<file path="src/rtl/drum_pkg.sv">
// Shared constants and types for the DRUM multiplier operand front end.
package drum_pkg;

  localparam int W_DEF = 16;
  localparam int K_DEF = 6;

  function automatic int clog2_w(input int w);
    int r;
    r = 0;
    while ((1 << r) < w) begin
      r = r + 1;
    end
    return r;
  endfunction

  localparam int PW_DEF = clog2_w(W_DEF);

  typedef struct packed {
    logic [W_DEF-1:0]  onehot;
    logic [PW_DEF-1:0] pos;
    logic              zero;
  } lod_res_t;

endpackage

</file>
<file path="src/rtl/lod_core.sv">
// Combinational leading-one detector: one-hot of the MSB set, its index, and a zero flag.
module lod_core
  import drum_pkg::*;
#(
  parameter int W  = W_DEF,
  parameter int PW = clog2_w(W)
) (
  input  logic [W-1:0]  din,
  output logic [W-1:0]  onehot,
  output logic [PW-1:0] pos,
  output logic          zero
);

  logic [W-1:0] fill_s;

  // Log-depth prefix OR toward the LSB: fill_s[i] is set when any bit at or above i is set.
  always_comb begin
    fill_s = din;
    for (int s = 1; s < W; s = s * 2) begin
      fill_s = fill_s | (fill_s >> s);
    end
  end

  assign onehot = din & ~(fill_s >> 1);
  assign zero   = ~|din;

  // Binary encode of the one-hot vector.
  always_comb begin
    pos = '0;
    for (int i = 0; i < W; i++) begin
      if (onehot[i]) begin
        pos = pos | PW'(i);
      end else begin
        pos = pos;
      end
    end
  end

endmodule

</file>
<file path="src/rtl/drum_lod_pipe.sv">
// Two-stage leading-one detect and DRUM truncation with valid/ready flow control.
module drum_lod_pipe
  import drum_pkg::*;
#(
  parameter int W  = W_DEF,
  parameter int K  = K_DEF,
  parameter int PW = clog2_w(W)
) (
  input  logic          clk,
  input  logic          rst_n,
  input  logic          in_valid,
  output logic          in_ready,
  input  logic [W-1:0]  din,
  output logic          out_valid,
  input  logic          out_ready,
  output logic [W-1:0]  onehot,
  output logic [PW-1:0] pos,
  output logic          zero,
  output logic [K-1:0]  trunc,
  output logic [PW-1:0] shift
);

  logic          s2_ready_s;
  logic          s1_load_s;
  logic          s2_load_s;
  logic          s1_valid_r;
  logic          s2_valid_r;
  logic [W-1:0]  s1_din_r;
  logic [W-1:0]  s1_onehot_r;
  logic [PW-1:0] s1_pos_r;
  logic          s1_zero_r;
  logic [W-1:0]  lod_onehot_s;
  logic [PW-1:0] lod_pos_s;
  logic          lod_zero_s;
  logic [K-1:0]  trunc_s;
  logic [PW-1:0] shift_s;

  lod_core #(.W(W), .PW(PW)) u_lod (
    .din    (din),
    .onehot (lod_onehot_s),
    .pos    (lod_pos_s),
    .zero   (lod_zero_s)
  );

  assign s2_ready_s = !s2_valid_r || out_ready;
  assign in_ready   = !s1_valid_r || s2_ready_s;
  assign s1_load_s  = in_valid && in_ready;
  assign s2_load_s  = s1_valid_r && s2_ready_s;
  assign out_valid  = s2_valid_r;

  // DRUM truncation: keep K-1 bits below the leading one and force the LSB, unless already exact.
  always_comb begin
    trunc_s = '0;
    shift_s = '0;
    if (s1_zero_r) begin
      trunc_s = '0;
      shift_s = '0;
    end else if ({1'b0, s1_pos_r} < (PW+1)'(K)) begin
      trunc_s = s1_din_r[K-1:0];
      shift_s = '0;
    end else begin
      shift_s = s1_pos_r - PW'(K-1);
      trunc_s = K'(s1_din_r >> shift_s) | {{(K-1){1'b0}}, 1'b1};
    end
  end

  // Stage 1: capture operand and detector result; data only moves on an accepted transfer.
  always_ff @(posedge clk or negedge rst_n) begin
    if (!rst_n) begin
      s1_valid_r  <= 1'b0;
      s1_din_r    <= '0;
      s1_onehot_r <= '0;
      s1_pos_r    <= '0;
      s1_zero_r   <= 1'b0;
    end else begin
      if (in_ready) begin
        s1_valid_r <= in_valid;
      end
      if (s1_load_s) begin
        s1_din_r    <= din;
        s1_onehot_r <= lod_onehot_s;
        s1_pos_r    <= lod_pos_s;
        s1_zero_r   <= lod_zero_s;
      end
    end
  end

  // Stage 2: registered outputs, held stable while downstream stalls.
  always_ff @(posedge clk or negedge rst_n) begin
    if (!rst_n) begin
      s2_valid_r <= 1'b0;
      onehot     <= '0;
      pos        <= '0;
      zero       <= 1'b0;
      trunc      <= '0;
      shift      <= '0;
    end else begin
      if (s2_ready_s) begin
        s2_valid_r <= s1_valid_r;
      end
      if (s2_load_s) begin
        onehot <= s1_onehot_r;
        pos    <= s1_pos_r;
        zero   <= s1_zero_r;
        trunc  <= trunc_s;
        shift  <= shift_s;
      end
    end
  end

endmodule

</file>
<file path="config.mk">
export PLATFORM = sky130hd
export DESIGN_NAME = drum_lod_pipe
export DESIGN_NICKNAME = d
export VERILOG_FILES = /design/src/rtl/drum_pkg.sv /design/src/rtl/lod_core.sv /design/src/rtl/drum_lod_pipe.sv
export SDC_FILE = /design/constraint.sdc
export NUM_CORES = 1
export LEC_CHECK = 0
export CAP_MARGIN = 20
export CORE_ASPECT_RATIO = 0.7
export CORE_UTILIZATION = 35
export DETAILED_ROUTE_END_ITERATION = 6
export PLACE_DENSITY = 0.67
export SETUP_SLACK_MARGIN = 0.05
export SYNTH_ARGS = -nofsm -noshare
export SYNTH_HDL_FRONTEND = slang
export SYNTH_SLANG_ARGS = --single-unit
export TNS_END_PERCENT = 30
</file>
<file path="constraint.sdc">
create_clock -name clk -period 2.42 [get_ports clk]
set_input_delay 0.484 -clock clk [delete_from_list [all_inputs] [get_ports clk]]
set_output_delay 0.484 -clock clk [all_outputs]
set_load 0.03 [all_outputs]
</file>
==> results.md, run 1 <==
- Result of the run: complete, no violations
- DR DRC count: 0
- Largest clock skew in the final design: 0.00655 ns
- Top cells by area, synth: sky130_fd_sc_hd__dfrtp_1 51%, sky130_fd_sc_hd__nand2_1 8.5%, sky130_fd_sc_hd__mux2_2 6.4%
- Layout filler cell count: ~840
- Chip height: ~84 µm
- Kind of end point of the critical path: primary output
- Total number of H-tree levels: 3
- Source of the critical timing path: out_ready
- Number of max-slew violations in the final report: 0
- Ant diodes: 0
- Commonest non-fill, non-tap cell in the layout: sky130_fd_sc_hd__nand2_1
- Core Rows: 29
- Core footprint: 9180 µm²
- Cell with the most instances on the worst path: sky130_fd_sc_hd__clkdlybuf4s50_1
- Average cell area after synthesis: roughly 10 µm²
- Proportion of synthesized chip area in sequential cells: between 50% and 60%
- Post-DRT Antenna Nets: 0
- Synth Net Count: 341
- Worst ir drop on vdd: 0.401 mV
- Yosys top cell by area: sky130_fd_sc_hd__dfrtp_1
- Cells along the critical path: clkdlybuf4s50_1, nand3b_1, clkdlybuf4s50_1
- Starting utilization of the core area: between 30 and 40%
- Clock latency on the worst-skew pair: between 0.3 and 0.4 ns
- Startpoint of the worst register-to-register path: s1_pos_r[1]
- Power density over cell area: 848 nW/µm²
- Count of hold-fix buffers inserted at cts: 0
- Horizontal extent of the die: 119 µm
- Count of buffers added by post-CTS timing repair for setup: 0
- Max transition margin: 62.1%
- Area fraction in compound gates after synthesis: about a tenth
- Count of yosys warnings during synthesis: 0
- Unrepaired setup endpoints after global routing: no
- Area added between synthesis and finish: 32.2%
- Delay contributed by the slowest stage of the critical path: 0.69 ns
- Cell area after synthesis: 3360 µm²
- Count of input and output buffers: 52
- TritonCTS buffer count: 9
- Fraction of the cycle the final worst path needs: 95.3%
- WL/cell: 16.0 µm
- Top cell type's share of synthesized area: roughly half
- CTS-repair resized insts: 0
- Die footprint: 9990 µm²
- Count of flip-flops with a built-in enable after synthesis: 0
- Pin count of the biggest net entering global routing: 47
- Proportion of register bits with asynchronous set or reset after synthesis: 100%
- GRT Total Usage: 17.9%
- Crit. path cell count: 3
- Main combinational cell family by area after synthesis: simple AND/OR/NAND/NOR gates
- Via/cell ratio: 5.22
- Final net count: 404
- Number of clock sinks: 69
- Post-synthesis share of cell area spent on xor and xnor gates: 1.71%
- Critical path peak fanout: 4
- Commonest cells after routing, fill and taps aside: 76 x sky130_fd_sc_hd__nand2_1, 69 x sky130_fd_sc_hd__dfrtp_1, 51 x sky130_fd_sc_hd__clkdlybuf4s50_1
- Synthesized-area fraction occupied by adder cells: 0.373%
- Post-DP HPWL: 6020 µm
- Wire length reported by the detailed router: just over 8000 µm
- Total congestion overflow after global routing: 0
- Number of setup violations in the final report: 0
- Fraction of layout instances using a drive strength above 1: 17.0%
- Final weighted congestion of routability-driven global placement: 0.931
- Worst setup path class: in2out
- Critical path buffers and inverters: 2
- Final Hold Fails: 0
- Multi-input combinational cell area: 1510 µm²
- First-pass GRT wire length: 13600 µm
- Post-synthesis cell count: 320
- Number of distinct library cells after synthesis: 50
- Maximum buffer depth of the clock tree: 2
- Antenna violations before repair: 0
- Total area of sequential cells: roughly 1700 µm²
- TritonRoute pass-1 iters: 4
- Simple logic cell fraction of the synthesized area: 18.3%
- Number of global-route vias before repair: 2583
- Vias: 2671
- Number of synthesized register bits: just under 70
- Final-layout setup total negative slack: 0 ns
- Clock tree from TritonCTS: yes
- Root buffer selected by CTS: sky130_fd_sc_hd__clkbuf_16
- Final worst path period need: approximately 2.3 ns
- Largest delay share family, worst path: buffers and inverters
- Cell area after layout: 4440 µm²
- Drt first-iter violations: around 200
- Clock transition at the registers of the reported paths: 0.05 ns
- Count of cells along the worst register-to-register path: 8
- Worst-margin pin slew: 0.569 ns
- Top_reg_cell synth: sky130_fd_sc_hd__dfrtp_1
- Worst hold path class: in2async
- Number of max-capacitance violations reported: 0
- Critical-path cell with the highest stage delay: sky130_fd_sc_hd__clkdlybuf4s50_1
- Cell area after placement: 4100 µm²
- Critical Path Source Type: primary input
- Post-layout util: 48.4%
- Io pins: 53
- Worst endpoint required time: approximately 1.9 ns
- Critical path arrival: about 1.8 ns
- Static leakage: approximately 2.0 nW
- Achievable Freq: 0.434 GHz
- Mux share of post-synthesis cell area: between 10% and 20%
## final timing paths
kind	slack, ns	to
setup reg to reg	0.20	trunc[1]
hold / removal	0.14	onehot[3]
setup / recovery	0.11	in_ready
min in group clk	0.47	s1_onehot_r[9]
max in group asynchronous	1.62	onehot[13]
hold reg to reg	0.47	s1_onehot_r[9]
## flip-flops by register name, indices dropped and copies added, names as in the netlist
register and count:
onehot 16, out_valid 1, pos 4, s1_din_r 16
s1_onehot_r 15, s1_pos_r 4, s1_valid_r 1, s1_zero_r 1
shift 4, trunc 6, zero 1
## kinds of logic after synthesis
logic type | Yosys count
AO/OA/AOI/OAI | 51
XOR/XNOR | 4
adder cells (fa/ha/maj) | 1
buffers and inverters | 24
flip-flops | 69
multiplexers | 40
AND/OR/NAND/NOR | 131
## cells in the mapped netlist, types with 2 or more instances
| cell | n |
|---|---|
| sky130_fd_sc_hd__nand2_1 | 76 |
| sky130_fd_sc_hd__dfrtp_1 | 69 |
| sky130_fd_sc_hd__mux2_2 | 19 |
| sky130_fd_sc_hd__mux2i_1 | 17 |
| sky130_fd_sc_hd__o21ai_0 | 17 |
| sky130_fd_sc_hd__nor2_1 | 16 |
| sky130_fd_sc_hd__nor3_1 | 9 |
| sky130_fd_sc_hd__clkbuf_1 | 8 |
| sky130_fd_sc_hd__a21oi_1 | 6 |
| sky130_fd_sc_hd__a32o_1 | 5 |
| sky130_fd_sc_hd__inv_1 | 5 |
| sky130_fd_sc_hd__nand3_1 | 5 |
| sky130_fd_sc_hd__buf_4 | 4 |
| sky130_fd_sc_hd__o31ai_1 | 4 |
| sky130_fd_sc_hd__a211oi_1 | 3 |
| sky130_fd_sc_hd__and2_1 | 3 |
| sky130_fd_sc_hd__mux4_2 | 3 |
| sky130_fd_sc_hd__nand2b_1 | 3 |
| sky130_fd_sc_hd__nand3b_1 | 3 |
| sky130_fd_sc_hd__nand4b_1 | 3 |
| sky130_fd_sc_hd__nor4_1 | 3 |
| sky130_fd_sc_hd__a211o_1 | 2 |
| sky130_fd_sc_hd__a32oi_1 | 2 |
| sky130_fd_sc_hd__buf_1 | 2 |
| sky130_fd_sc_hd__buf_2 | 2 |
| sky130_fd_sc_hd__buf_6 | 2 |
| sky130_fd_sc_hd__nand3_2 | 2 |
| sky130_fd_sc_hd__nor2b_1 | 2 |
| sky130_fd_sc_hd__o211ai_1 | 2 |
| sky130_fd_sc_hd__or3_1 | 2 |
| sky130_fd_sc_hd__xor2_2 | 2 |
## final cells by class
type | instances | area share (%)
clock inverter | 7 | 2.56
sequential | 69 | 38.9
tap | 124 | 3.49
multi-input combinational | 227 | 34.0
clock buffer | 9 | 5.07
inverter | 6 | 0.507
timing repair buffer | 70 | 15.5
## layer usage
layer  track usage (%)  vias up  part of all wire [%]
li1                  -     1256                     -
met1              26.4     1326                    49
met2              24.9       80                    43
met3              5.33        9                   7.2
met4              5.18        0                  0.89
met5                 0        -                     0
## worst register-to-register path: stages, from the launching register on
cell and delay (ns):
sky130_fd_sc_hd__dfrtp_1 0.42, sky130_fd_sc_hd__inv_1 0.10, sky130_fd_sc_hd__ha_1 0.33, sky130_fd_sc_hd__buf_12 0.18, sky130_fd_sc_hd__mux2i_1 0.33, sky130_fd_sc_hd__mux2i_1 0.15
sky130_fd_sc_hd__mux2i_1 0.15, sky130_fd_sc_hd__nor3_1 0.06, sky130_fd_sc_hd__or3b_1 0.39
## report_power, final
part           internal, W  switching (W)
Clock              0.00100       0.000475
Sequential         0.00127      0.0000941
Combinational     0.000412       0.000512
## stage by stage
stage / total power (W) / worst slack, ns / cells / hold slack, ns
after floorplan: 0.00194 / 0.342 / 320 / 0.188
after global routing: 0.00395 / 0.0613 / 512 / 0.181
final: 0.00377 / 0.115 / 512 / 0.143
after detailed placement: 0.00231 / 0.124 / 496 / 0.459
after CTS: 0.00381 / 0.118 / 512 / 0.161
after global placement: 0.00229 / 0.159 / 496 / 0.450
Power figures use the tool's default switching activity.
==> run 2, diff against run 1 <==
--- a/config.mk
+++ b/config.mk
@@ -13,5 +13,6 @@
 export SETUP_SLACK_MARGIN = 0.05
 export SYNTH_ARGS = -nofsm -noshare
 export SYNTH_HDL_FRONTEND = slang
+export SYNTH_HIERARCHICAL = 1
 export SYNTH_SLANG_ARGS = --single-unit
 export TNS_END_PERCENT = 30
==> run 2 against run 1 <==
Net effect: routed wire length shrank 4.1%; synthesized area rose by 1.7%; critical endpoint is now trunc[3]; critical path type is now reg2reg; largest cell class unchanged; clock skew decreased by 0.0026 ns; hold slack improved by 0.083 ns; setup slack improved by 0.047 ns; global-route usage fell by 0.75 points.
==> results.md, run 2 <==
- Kind of end point of the critical path: flop (was primary output)
- Wire length reported by the detailed router: 7860 µm (was 8190 µm)
- Maximum buffer depth of the clock tree: 2 (unchanged)
- Proportion of synthesized chip area in sequential cells: 51.3% (was 51.4%)
- Total number of H-tree levels: 3 (unchanged)
- Number of distinct library cells after synthesis: 45 (was 50)
- Static leakage: 1.98 nW (was 2.03 nW)
- Clock latency on the worst-skew pair: 0.33 ns (about the same)
- Final critical-path setup slack: 0.162 ns (was 0.115 ns)
- Number of max-slew violations in the final report: 0 (unchanged)
- Antenna violations before repair: 0 (unchanged)
- Count of input and output buffers: 52 (unchanged)
- Area added between synthesis and finish: 32.3% (was 32.2%)
- Result of the run: complete, no violations (unchanged)
- Clock tree from TritonCTS: yes (unchanged)
- Number of max-capacitance violations reported: 0 (unchanged)
- Number of synthesized register bits: 70 (was 69)
- Die footprint: 10200 µm² (was 9990 µm²)
- Core Rows: 29 (unchanged)
- Worst setup path class: reg2reg (was in2out)
- Core footprint: 9250 µm² (was 9180 µm²)
- Max transition margin: 48.2% (was 62.1%)
- Commonest non-fill, non-tap cell in the layout: sky130_fd_sc_hd__dfrtp_1 (was sky130_fd_sc_hd__nand2_1)
- WL/cell: 16.8 µm (was 16.0 µm)
- Average cell area after synthesis: 12.6 µm² (was 10.5 µm²)
- Number of clock sinks: 70 (was 69)
- Most common cell in the netlist: sky130_fd_sc_hd__dfrtp_1 (was sky130_fd_sc_hd__nand2_1)
- Post-DRT Antenna Nets: 0 (unchanged)
- Number of setup violations in the final report: 0 (unchanged)
- Starting utilization of the core area: 36.9% (was 36.6%)
- Io pins: 53 (unchanged)
- Final Hold Fails: 0 (unchanged)
- Setup WS pre-CTS: -0.0503 ns (was 0.124 ns)
- Total congestion overflow after global routing: 0 (unchanged)
- Worst endpoint required time: 2.64 ns (was 1.94 ns)
- Count of buffers added by post-CTS timing repair for setup: 0 (unchanged)
- TritonRoute pass-1 iters: 4 (unchanged)
- Proportion of register bits with asynchronous set or reset after synthesis: 100% (unchanged)
- Root buffer selected by CTS: sky130_fd_sc_hd__clkbuf_16 (unchanged)
- Vias: 2416 (was 2671)
- Worst-margin pin slew: 0.777 ns (was 0.569 ns)
- Synth Net Count: 292 (was 341)
- Critical path peak fanout: 2 (was 4)
- Number of global-route vias before repair: 2410 (was 2583)
- CTS-repair resized insts: 0 (unchanged)
- Via/cell ratio: 5.16 (was 5.22)
- Layout filler cell count: 843 (unchanged)
- Drt first-iter violations: 148 (was 197)
- Post-synthesis cell count: 271 (was 320)
- Fraction of the cycle the final worst path needs: 93.3% (was 95.3%)
- Critical Path Source Type: flop (was primary input)
- Yosys top cell by area: sky130_fd_sc_hd__dfrtp_1 (unchanged)
- Post-DP HPWL: 5790 µm (was 6020 µm)
- Fraction of layout instances using a drive strength above 1: 31.1% (was 17.0%)
- Commonest cells after routing, fill and taps aside: 70 x sky130_fd_sc_hd__dfrtp_1, 56 x sky130_fd_sc_hd__mux2_2, 51 x sky130_fd_sc_hd__clkdlybuf4s50_1 (was 76 x sky130_fd_sc_hd__nand2_1, 69 x sky130_fd_sc_hd__dfrtp_1, 51 x sky130_fd_sc_hd__clkdlybuf4s50_1)
- Top cell type's share of synthesized area: 51.3% (was 51.4%)
- Achievable Freq: 0.443 GHz (was 0.434 GHz)
- First-pass GRT wire length: 13000 µm (was 13600 µm)
- DR DRC count: 0 (unchanged)
- Count of yosys warnings during synthesis: 6 (was 0)
- TritonCTS buffer count: 9 (unchanged)
- Worst hold path class: in2async (unchanged)
- Final net count: 361 (was 404)
- Tot Pwr: 0.00365 W (was 0.00377 W)
- Top_reg_cell synth: sky130_fd_sc_hd__dfrtp_1 (unchanged)
- Ant diodes: 0 (unchanged)
- Count of flip-flops with a built-in enable after synthesis: 0 (unchanged)
- Final worst path period need: 2.26 ns (was 2.31 ns)
- Unrepaired setup endpoints after global routing: no (unchanged)
- GRT Total Usage: 17.1% (was 17.9%)
- Top cells by area, synth: sky130_fd_sc_hd__dfrtp_1 51%, sky130_fd_sc_hd__mux2_2 18%, sky130_fd_sc_hd__mux4_2 5.3% (was sky130_fd_sc_hd__dfrtp_1 51%, sky130_fd_sc_hd__nand2_1 8.5%, sky130_fd_sc_hd__mux2_2 6.4%)
- Cell area after synthesis: 3410 µm² (was 3360 µm²)
- Horizontal extent of the die: 120 µm (was 119 µm)
- Power density over cell area: 808 nW/µm² (was 848 nW/µm²)
- Count of hold-fix buffers inserted at cts: 0 (unchanged)
- Top cells by count, synth: 70 x sky130_fd_sc_hd__dfrtp_1, 56 x sky130_fd_sc_hd__mux2_2, 21 x sky130_fd_sc_hd__nand2_1, 12 x sky130_fd_sc_hd__mux2i_1, 11 x sky130_fd_sc_hd__nor2_1 (was 76 x sky130_fd_sc_hd__nand2_1, 69 x sky130_fd_sc_hd__dfrtp_1, 19 x sky130_fd_sc_hd__mux2_2, 17 x sky130_fd_sc_hd__mux2i_1, 17 x sky130_fd_sc_hd__o21ai_0)
- Chip height: 84.6 µm (was 83.9 µm)
- Worst ir drop on vdd: 0.405 mV (was 0.401 mV)
- Largest clock skew in the final design: 0.00391 ns (was 0.00655 ns)
- Clock transition at the registers of the reported paths: 0.05 ns (about the same)
- Pin count of the biggest net entering global routing: 39 (was 47)
- Final weighted congestion of routability-driven global placement: 0.883 (was 0.931)
- Regs by FF count: onehot x16, s1_din_r x16, s1_onehot_r x16 (was onehot x16, s1_din_r x16, s1_onehot_r x15)
- Critical path arrival: 2.48 ns (was 1.82 ns)
run 2: changes by cell type after synthesis, sizes merged, moves of 5 or more:
cell   previous run  this run
nand2            76        21
nor2             16        11
nand3             7         1
and3              0         5
mux2i            17        12
o21ai            19         9
mux2             19        56
a32o              5         0
run 2: critical path: stages, from the launching register on:
cell and delay (ns):
sky130_fd_sc_hd__dfrtp_1 0.36, sky130_fd_sc_hd__inv_1 0.09, sky130_fd_sc_hd__ha_4 0.18, sky130_fd_sc_hd__xnor2_2 0.19
sky130_fd_sc_hd__mux4_2 0.53, sky130_fd_sc_hd__mux4_2 0.50, sky130_fd_sc_hd__a221o_1 0.30
run 2: power by group:
group	switching (W)	total (W)	internal [W]
Sequential	0.0000970	0.00140	0.00130
Combinational	0.000484	0.000956	0.000472
Clock	0.000479	0.00129	0.000816
Total	0.00106	0.00365	0.00259
run 2: logic make-up after synthesis:
family | synth area share, %
xor+xnor | 0.990
fa+ha+maj | 0.367
mux | 27.3
simple gates | 11.5
flops | 51.3
compound gates | 6.09
buf+inv | 2.46
run 2: layer usage:
metal  vias to the layer above  wire [µm]  GRT usage [%]
met4                         0        101           5.80
met5                         -          0              0
met3                         8        476           5.50
li1                       1137          -              -
met2                        63       3240           22.5
met1                      1208       4040           26.1
run 2: final cells by class:
| class | count | area, µm² | area share (%) |
|---|---|---|---|
| clock buffer | 11 | 243 | 5.38 |
| clock inverter | 4 | 47.5 | 1.05 |
| inverter | 4 | 17.5 | 0.388 |
| multi-input combinational | 183 | 1600 | 35.4 |
| sequential | 70 | 1750 | 38.8 |
| tap | 124 | 155 | 3.44 |
| timing repair buffer | 72 | 703 | 15.6 |
run 2: final timing paths:
check | slack [ns] | end | start | depth (start not counted)
worst max-delay path | 0.16 | trunc[3] | s1_pos_r[1] | 6
worst min-delay path | 0.23 | trunc[0] | rst_n | 1
worst max register to register | 0.16 | trunc[3] | s1_pos_r[1] | 6
worst min register to register | 0.48 | shift[3] | shift[3] | 2
max in group asynchronous | 1.52 | s1_onehot_r[7] | rst_n | 2
min in group clk | 0.48 | shift[3] | shift[3] | 2
run 2: through the flow:
stage	hold slack [ns]	area (µm²)	std cells	TNS, ns	util, %
2_1_floorplan	0.188	3450	271	0	-
3_5_place_dp	0.472	4230	453	-0.0933	45.7
5_1_grt	0.285	4520	468	0	48.8
6_report	0.226	4520	468	0	48.8
3_3_place_gp	0.470	4230	453	0	45.7
4_1_cts	0.246	4520	468	0	48.8
==> run 3, diff against run 2 <==
--- a/config.mk
+++ b/config.mk
@@ -9,7 +9,7 @@
 export CORE_ASPECT_RATIO = 0.7
 export CORE_UTILIZATION = 35
 export DETAILED_ROUTE_END_ITERATION = 6
-export PLACE_DENSITY = 0.67
+export PLACE_DENSITY = 0.68
 export SETUP_SLACK_MARGIN = 0.05
 export SYNTH_ARGS = -nofsm -noshare
 export SYNTH_HDL_FRONTEND = slang
==> run 3 against run 2 <==
Net effect: critical endpoint is now in_ready; first-iteration DRC count up 8.8%; maximum frequency down 0.60%; largest power group unchanged; critical path type is now in2out; via count up 0.12%; clock-buffer cell count up 2; largest cell class unchanged; non-clock buffer count up 3.
==> results.md, run 3 (synthesis results as in run 2) <==
- Worst endpoint required time: 1.94 ns (was 2.64 ns)
- Number of clock sinks: 70 (unchanged)
- Hold WS: 0.140 ns (was 0.226 ns)
- Clock transition at the registers of the reported paths: 0.05 ns (about the same)
- Die footprint: 10200 µm² (unchanged)
- Total number of H-tree levels: 3 (unchanged)
- Final net count: 364 (was 361)
- Total congestion overflow after global routing: 0 (unchanged)
- Endpoint of the worst register-to-register path: trunc[3] (unchanged)
- Fraction of the cycle the final worst path needs: 93.9% (was 93.3%)
- Total internal power: 0.00271 W (was 0.00259 W)
- Clock tree from TritonCTS: yes (unchanged)
- Maximum buffer depth of the clock tree: 2 (unchanged)
- Global Route met2 Usage: 23.8% (was 22.5%)
- Ant diodes: 0 (unchanged)
- Worst-margin pin slew: 0.485 ns (was 0.777 ns)
- Post-layout util: 49.2% (was 48.8%)
- Number of global-route vias before repair: 2483 (was 2410)
- Finished Layout Cells: 472 (was 468)
- Area added between synthesis and finish: 33.4% (was 32.3%)
- Met1 Resource Use GR: 25.5% (was 26.1%)
- Core footprint: 9250 µm² (unchanged)
- First-pass GRT wire length: 13300 µm (was 13000 µm)
- Unrepaired setup endpoints after global routing: no (unchanged)
- Placed cell count: 454 (was 453)
- Drt first-iter violations: 161 (was 148)
- GRT Total Usage: 17.4% (was 17.1%)
- Via/cell ratio: 5.13 (was 5.16)
- Result of the run: complete, no violations (unchanged)
- Post-DRT Antenna Nets: 0 (unchanged)
- Root buffer selected by CTS: sky130_fd_sc_hd__clkbuf_16 (unchanged)
- Core Rows: 29 (unchanged)
- Pin count of the biggest net entering global routing: 71 (was 39)
- Sequential share of power: 37.2% (was 38.3%)
- Number of max-capacitance violations reported: 0 (unchanged)
- Count of cells along the worst register-to-register path: 6 (unchanged)
- Setup WS pre-CTS: 0.0461 ns (was -0.0503 ns)
- Minimum setup slack among reg-to-reg paths: 0.17 ns (was 0.16 ns)
- Regs by FF count: onehot x16, s1_din_r x16, s1_onehot_r x16 (unchanged)
- Final weighted congestion of routability-driven global placement: 0.813 (was 0.883)
- Largest clock skew in the final design: 0.00355 ns (was 0.00391 ns)
- Worst hold path class: in2async (unchanged)
- Final worst path period need: 2.27 ns (was 2.26 ns)
- Worst ir drop on vdd: 0.377 mV (was 0.405 mV)
- Critical path peak fanout: 3 (was 2)
- Commonest cells after routing, fill and taps aside: 70 x sky130_fd_sc_hd__dfrtp_1, 56 x sky130_fd_sc_hd__mux2_2, 51 x sky130_fd_sc_hd__clkdlybuf4s50_1 (unchanged)
- Max transition margin: 67.3% (was 48.2%)
- Static leakage: 2.00 nW (was 1.98 nW)
- Chip height: 84.6 µm (unchanged)
- Source of the critical timing path: out_ready (was s1_pos_r[1])
- Fraction of power consumed by the clock network: 37.3% (was 35.5%)
- Power density over cell area: 827 nW/µm² (was 808 nW/µm²)
- Starting utilization of the core area: 36.9% (unchanged)
- Clock latency on the worst-skew pair: 0.33 ns (about the same)
- DR DRC count: 0 (unchanged)
- Power dissipated by switching net loads: 0.00106 W (about the same)
- Fraction of layout instances using a drive strength above 1: 31.3% (was 31.1%)
- TritonRoute pass-1 iters: 4 (unchanged)
- Commonest non-fill, non-tap cell in the layout: sky130_fd_sc_hd__dfrtp_1 (unchanged)
- Critical Path Source Type: primary input (was flop)
- TritonCTS buffer count: 9 (unchanged)
- Switching power as a share of total power: 28.1% (was 29.1%)
- Antenna violations before repair: 0 (unchanged)
- Vias: 2419 (was 2416)
- WL/cell: 16.9 µm (was 16.8 µm)
- Number of max-slew violations in the final report: 0 (unchanged)
- Number of setup violations in the final report: 0 (unchanged)
- Portion of total power attributed to combinational logic: 25.5% (was 26.2%)
- Final Hold Fails: 0 (unchanged)
- Achievable Freq: 0.440 GHz (was 0.443 GHz)
- Post-DP HPWL: 5750 µm (was 5790 µm)
- Worst setup path class: in2out (was reg2reg)
- Global routing's busiest layer: met1 (unchanged)
- Startpoint of the worst register-to-register path: s1_pos_r[0] (was s1_pos_r[1])
- Wire length reported by the detailed router: 7980 µm (was 7860 µm)
- Final critical-path setup slack: 0.148 ns (was 0.162 ns)
- Count of input and output buffers: 52 (unchanged)
- Io pins: 53 (unchanged)
- Kind of end point of the critical path: primary output (was flop)
- Critical path arrival: 1.79 ns (was 2.48 ns)
- Met3 global-route usage: 5.43% (was 5.50%)
- Final-layout setup total negative slack: 0 ns (unchanged)
- Layout filler cell count: 816 (was 843)
- Horizontal extent of the die: 120 µm (unchanged)
[run 3: per-layer routing]
layer | up-vias | part of all wire (%)
met3 | 9 | 5.8
li1 | 1144 | -
met2 | 69 | 42
met1 | 1197 | 51
met5 | - | 0
met4 | 0 | 1.4
[run 3: per-stage QoR]
| step | power [W] | area [µm²] |
|---|---|---|
| final | 0.00376 | 4550 |
| after global routing | 0.00394 | 4550 |
| after CTS | 0.00379 | 4540 |
| after detailed placement | 0.00238 | 4220 |
| after global placement | 0.00235 | 4220 |
| after floorplan | 0.00201 | 3450 |
[run 3: worst max path at each step]
stage	end	cells past startpoint
global route	trunc[4]	6
finish	in_ready	3
floorplan	trunc[3]	8
global placement	s1_pos_r[1]	6
CTS	in_ready	3
detailed placement	s1_pos_r[1]	6
[run 3: power groups by stage]
stage | Sequential [W] | Clock, W | Combinational [W]
2_1_floorplan | 0.00154 | 0 | 0.000464
3_3_place_gp | 0.00141 | 0 | 0.000938
3_5_place_dp | 0.00142 | 0 | 0.000954
4_1_cts | 0.00140 | 0.00143 | 0.000956
5_1_grt | 0.00142 | 0.00149 | 0.00103
6_report | 0.00140 | 0.00140 | 0.000960
[run 3: cell type report]
type | count | area [µm²] | share of cell area (%)
clock inverters | 3 | 67.6 | 1.48
well taps | 124 | 155 | 3.41
clock buffers | 13 | 250 | 5.50
multi-input cells | 183 | 1600 | 35.1
repair buffers | 75 | 713 | 15.7
flip-flops and latches | 70 | 1750 | 38.5
inverters | 4 | 17.5 | 0.385
[run 3: worst max-delay path: stages]
cell                              delay (ns)
sky130_fd_sc_hd__clkdlybuf4s50_1        0.47
sky130_fd_sc_hd__nand3b_1               0.15
sky130_fd_sc_hd__clkdlybuf4s50_1        0.69
[run 3: timing repair]
action	in CTS	in global routing
setup buffers	0	2
resized for setup	0	0
setup endpoints to repair	0	1
hold buffers	0	0
